<file path="src/rtl/hazard_forward_unit.sv">
// Forwarding and hazard-detection unit for the 5-stage pipeline.
// Keeps shadow EX/MEM/WB tags; drives EX/ID forwarding selects, a stall, and perf counters.
module hazard_forward_unit #(
    parameter int unsigned REG_ADDR_W = 5,
    parameter int unsigned NUM_SRC    = 2,
    parameter int unsigned CNT_W      = 16,
    parameter int unsigned WB_BYPASS  = 1
) (
    input  logic                          clk,
    input  logic                          reset,
    input  logic                          id_valid,
    input  logic [NUM_SRC*REG_ADDR_W-1:0] id_src,
    input  logic [NUM_SRC-1:0]            id_src_used,
    input  logic [REG_ADDR_W-1:0]         id_dst,
    input  logic                          id_regwrite,
    input  logic                          id_memread,
    input  logic                          id_branch,
    input  logic                          cnt_clr,
    output logic [2*NUM_SRC-1:0]          ex_fwd_sel,
    output logic [2*NUM_SRC-1:0]          id_fwd_sel,
    output logic                          stall,
    output logic [CNT_W-1:0]              stall_count,
    output logic [CNT_W-1:0]              fwd_count
);

    localparam int unsigned SRC_W = NUM_SRC * REG_ADDR_W;
    localparam logic [CNT_W-1:0] CNT_MAX = {CNT_W{1'b1}};

    logic                  ex_valid, ex_regwrite, ex_memread;
    logic [REG_ADDR_W-1:0] ex_dst;
    logic [SRC_W-1:0]      ex_src;
    logic [NUM_SRC-1:0]    ex_src_used;
    logic                  mem_valid, mem_regwrite, mem_memread;
    logic [REG_ADDR_W-1:0] mem_dst;
    logic                  wb_valid, wb_regwrite;
    logic [REG_ADDR_W-1:0] wb_dst;

    logic ex_load;
    logic any_fwd;

    // A stage "writes r" only for real register writes; r0 never produces.
    function automatic logic writes(input logic v, input logic rw,
                                    input logic [REG_ADDR_W-1:0] d,
                                    input logic [REG_ADDR_W-1:0] r);
        return v && rw && (d == r) && (r != '0);
    endfunction

    always_comb begin
        ex_fwd_sel = '0;
        id_fwd_sel = '0;
        stall      = 1'b0;
        for (int k = 0; k < NUM_SRC; k++) begin
            if (ex_src_used[k]) begin
                if (writes(mem_valid, mem_regwrite, mem_dst, ex_src[k*REG_ADDR_W +: REG_ADDR_W])
                    && !mem_memread)
                    ex_fwd_sel[2*k +: 2] = 2'b10;
                else if (writes(wb_valid, wb_regwrite, wb_dst, ex_src[k*REG_ADDR_W +: REG_ADDR_W]))
                    ex_fwd_sel[2*k +: 2] = 2'b01;
            end
            if (id_branch && id_valid && id_src_used[k]) begin
                if (writes(mem_valid, mem_regwrite, mem_dst, id_src[k*REG_ADDR_W +: REG_ADDR_W])
                    && !mem_memread)
                    id_fwd_sel[2*k +: 2] = 2'b10;
                else if ((WB_BYPASS != 0)
                    && writes(wb_valid, wb_regwrite, wb_dst, id_src[k*REG_ADDR_W +: REG_ADDR_W]))
                    id_fwd_sel[2*k +: 2] = 2'b01;
            end
            if (id_valid && id_src_used[k]) begin
                // Load-use, or a branch waiting on an ALU result still in EX.
                if (writes(ex_valid, ex_regwrite, ex_dst, id_src[k*REG_ADDR_W +: REG_ADDR_W])
                    && (ex_memread || id_branch))
                    stall = 1'b1;
                if (id_branch && mem_memread
                    && writes(mem_valid, mem_regwrite, mem_dst, id_src[k*REG_ADDR_W +: REG_ADDR_W]))
                    stall = 1'b1;
            end
        end
    end

    assign ex_load = id_valid && !stall;
    assign any_fwd = |ex_fwd_sel;

    // Shadow tag pipeline; EX takes a bubble on stall or an empty ID slot.
    always_ff @(posedge clk or posedge reset) begin
        if (reset) begin
            ex_valid     <= 1'b0;
            ex_regwrite  <= 1'b0;
            ex_memread   <= 1'b0;
            ex_dst       <= '0;
            ex_src       <= '0;
            ex_src_used  <= '0;
            mem_valid    <= 1'b0;
            mem_regwrite <= 1'b0;
            mem_memread  <= 1'b0;
            mem_dst      <= '0;
            wb_valid     <= 1'b0;
            wb_regwrite  <= 1'b0;
            wb_dst       <= '0;
        end else begin
            wb_valid     <= mem_valid;
            wb_regwrite  <= mem_regwrite;
            wb_dst       <= mem_dst;
            mem_valid    <= ex_valid;
            mem_regwrite <= ex_regwrite;
            mem_memread  <= ex_memread;
            mem_dst      <= ex_dst;
            ex_valid     <= ex_load;
            ex_regwrite  <= ex_load ? id_regwrite : 1'b0;
            ex_memread   <= ex_load ? id_memread  : 1'b0;
            ex_dst       <= ex_load ? id_dst      : '0;
            ex_src       <= ex_load ? id_src      : '0;
            ex_src_used  <= ex_load ? id_src_used : '0;
        end
    end

    // Saturating counters; clear wins over increment.
    always_ff @(posedge clk or posedge reset) begin
        if (reset) begin
            stall_count <= '0;
            fwd_count   <= '0;
        end else if (cnt_clr) begin
            stall_count <= '0;
            fwd_count   <= '0;
        end else begin
            if (stall && stall_count != CNT_MAX)
                stall_count <= stall_count + CNT_W'(1);
            if (any_fwd && fwd_count != CNT_MAX)
                fwd_count <= fwd_count + CNT_W'(1);
        end
    end

endmodule

</file>
<file path="config.mk">
export PLATFORM = sky130hd
export DESIGN_NAME = hazard_forward_unit
export DESIGN_NICKNAME = d
export VERILOG_FILES = /design/src/rtl/hazard_forward_unit.sv
export SDC_FILE = /design/constraint.sdc
export NUM_CORES = 1
export LEC_CHECK = 0
export BUFFER_PORTS_ARGS = -buffer_cell sky130_fd_sc_hd__buf_4
export CORE_ASPECT_RATIO = 2
export CORE_MARGIN = 2
export CORE_UTILIZATION = 30
export CTS_CLUSTER_DIAMETER = 40
export DETAILED_ROUTE_END_ITERATION = 8
export GPL_TIMING_DRIVEN = 1
export HOLD_SLACK_MARGIN = 0.05
export PLACE_DENSITY_LB_ADDON = 0.2
export SLEW_MARGIN = 10
export SYNTH_ARGS = -nofsm -noshare
export SYNTH_HDL_FRONTEND = slang
export SYNTH_SLANG_ARGS = --single-unit
</file>
<file path="constraint.sdc">
create_clock -name clk -period 3.4 [get_ports clk]
set_input_delay 0.34 -clock clk [delete_from_list [all_inputs] [get_ports clk]]
set_output_delay 0.34 -clock clk [all_outputs]
set_load 0.005 [all_outputs]
</file>
==> impl_results.md <==
- Chip height: 157 µm
- Dominant cells by area after synthesis: dfrtp_1 (48%), xor2_1 (11%), and3_1 (5.0%)
- Initial Utilization: 0.309
- Register bit total from synthesis: between 60 and 70
- H-tree lvl count: 3
- Mean routed wirelength per cell: 16.6 µm
- Fraction of layout cells with a size suffix above 1: 0.214
- PD cells: 449 nW/µm²
- CP max FO: 21
- Overall routed net length: 9.32 mm
- Count leader, synth: dfrtp_1
- Hold slack: 0.241 ns
- GRT Util Overall: 0.162
- Layout Area Growth over Synthesis: 26.9%
- Gpl congestion: between 0.8 and 0.9
- Routed Antenna Nets: 0
- Yosys top cell area share: 0.478
- Synth async-reset ratio: 1.00
- Synth area leader: dfrtp_1
- DP Worst Slack: about 0.82 ns
- Latest clock arrival within the worst-skew pair: 0.33 ns
- Slew HR: 0.415
- Slew @ Worst Pin: 0.878 ns
- Post-synth EDFFs: 0
- Placement Cell Area: 4120 µm²
- Mapped Cells: 351
- Sequential fraction of the synthesis area: 0.478
- Final Non-Filler Cells: approximately 560
- Setup bufs post-CTS: 0
- Drt via density: 5.20
- Synth Warn #: 0
- Drc violations: 0
- CP Data Arrival Time: 2.29 ns
- Post-synth top cells: dfrtp_1 (67), xor2_1 (44), and3_1 (28)
- GRT overflow: 0
- FP Rows: between 50 and 60
- Kind of critical path: reg2out
- Cells after DPL: about 550
- Final net count: ~440
- CP startpoint kind: register
- Final hold vios: 0
- Layout Skew: 0.00568 ns
- Final Critical Period: 2.63 ns
- IO Port Bufs: 64
- Post-detail-place hpwl: 7.11 mm
- Root Driver: clkbuf_16
- Final period utilization: 0.774
- Most used flip-flop cell after synthesis: dfrtp_1
- Full die area: 12,600 µm²
- VDD IR max: 282 µV
- Syn avg cell area: 10.0 µm²
- Cts bufs inserted: 9
- TritonCTS clock tree: built
- Largest net degree at the start of global routing: 52
- Synth cell types: 40
- Setup violations, final: 0
- Die X: 80.5 µm
- Initial antenna violation count: 0
- Drt pass-1 iters: 4
- Final slew viol count: 0
- Worst-path clk slew: 0.06 ns
- Worst Hold Class: in2reg
- I/O pin cnt: 65
- Setup tns final: 0 ns
- Vias: 2,929
- Number of DRC markers in iteration 0: 152
- RSZ-0062 raised after global routing: no
- First-pass GRT wire length: 15.3 mm
- Fill count: 1,153
- Clock tree buffer depth: 2
- CORE AREA: 11,400 µm²
- Post-CTS sizing: 0
- Mapped Area: 3510 µm²
- Max Clk Rate: 380 MHz
- Syn_nets: ~380
- Critical Path RT: slightly above 3 ns
- Vias in the first global route: 3,002
- Final Instance Area: 4450 µm²
- Clk sinks: 67
- ANT cells: 0
- Total of max-cap violations: 0
- P_leak: roughly 2.0 nW
- Status: complete, no violations
- Crit end category: output pin
- Final setup margin: 0.769 ns
-- kinds of logic after synthesis --
kind of cell / share of synthesized area
adders and majority gates: 0.00713
and+or+nand+nor: 0.230
muxes: 0.0121
AOI/OAI and AO/OA: 0.101
xor gates and xnor gates: 0.147
DFF: 0.478
buffers and inverters: 0.0250
-- worst max-delay path, stage by stage, from the launching register on --
cell	delay, ns
dfrtp_1	0.49
xor2_1	0.20
nor3_1	0.25
nand3_1	0.10
a21boi_1	0.36
nor2_1	0.09
buf_4	0.22
nor2b_1	0.12
buf_4	0.11
-- state kept, by name, summed over array words and instances, names as in the netlist --
signal,count
ex_src,10
mem_memread,1
ex_dst,5
mem_dst,5
fwd_count,16
wb_valid,1
ex_valid,1
ex_memread,1
mem_valid,1
wb_dst,5
stall_count,16
ex_src_used,2
wb_regwrite,1
mem_regwrite,1
ex_regwrite,1
-- layout make-up --
| cell class | count | area (µm²) | share of cell area |
|---|---|---|---|
| Timing Repair Buffer | 67 | 505 | 0.113 |
| Clock inverter | 6 | 87.6 | 0.0197 |
| Clock buffer | 10 | 239 | 0.0537 |
| Tap cell | 142 | 178 | 0.0399 |
| Multi-Input combinational cell | 265 | 1750 | 0.392 |
| Inverter | 6 | 22.5 | 0.00506 |
| Sequential cell | 67 | 1680 | 0.376 |
-- stage by stage --
step / total power, mW / util
6_report: 2.00 / 0.392
5_1_grt: 2.08 / 0.392
3_3_place_gp: 1.00 / 0.363
3_5_place_dp: 1.01 / 0.363
4_1_cts: 2.03 / 0.392
2_1_floorplan: 0.942 / -
-- cell usage in the layout, fill, tap and decap left out, types with 3 or more instances in the layout --
master | Yosys | layout
nand4_1 | 5 | 5
o211ai_1 | 4 | 4
and3_1 | 28 | 28
nor3b_1 | 4 | 4
dfrtp_1 | 67 | 67
o31ai_1 | 3 | 3
o21ai_0 | 3 | 3
nor2_1 | 22 | 22
or4_1 | 9 | 9
nor3_1 | 7 | 7
or3_1 | 14 | 14
nand3_1 | 22 | 22
nor2b_1 | 6 | 6
buf_4 | 0 | 66
xnor2_1 | 15 | 15
a21oi_1 | 20 | 20
inv_1 | 6 | 5
nand2_1 | 10 | 10
clkbuf_16 | 0 | 9
o21ai_1 | 17 | 17
xor2_1 | 44 | 44
nor4_1 | 6 | 6
-- power by group --
group          switching [mW]  internal, mW
registers              0.0316         0.820
logic                  0.0747        0.0623
clock network           0.348         0.662
total                   0.454          1.54
-- repair_timing --
| action | in CTS | in global routing |
|---|---|---|
| endpoints found under the hold margin | 16 | 0 |
| endpoints found under the setup margin | 0 | 0 |
| hold buffers | 1 | 0 |
-- routing by layer --
metal | up-vias | share of wire | track usage
met2 | 85 | 0.56 | 0.298
li1 | 1386 | - | -
met3 | 25 | 0.043 | 0.0367
met1 | 1433 | 0.36 | 0.163
met5 | - | 0 | 0
met4 | 0 | 0.039 | 0.0880
-- path summary, 6_finish.rpt --
kind | from | slack [ns] | cells past startpoint | end
setup / recovery | mem_dst[1]$_DFF_PP0_ | 0.77 | 8 | stall
hold / removal | id_dst[1] | 0.24 | 2 | ex_dst[1]$_DFF_PP0_
setup reg to reg | mem_memread$_DFF_PP0_ | 0.86 | 7 | fwd_count[8]$_DFFE_PP0P_
hold reg to reg | ex_valid$_DFF_PP0_ | 0.38 | 0 | mem_valid$_DFF_PP0_
max in group asynchronous | reset | 1.88 | 4 | ex_src[0]$_DFF_PP0_
min in group asynchronous | reset | 0.54 | 3 | fwd_count[13]$_DFFE_PP0P_
Note: power is estimated with default switching activity, not from simulation.
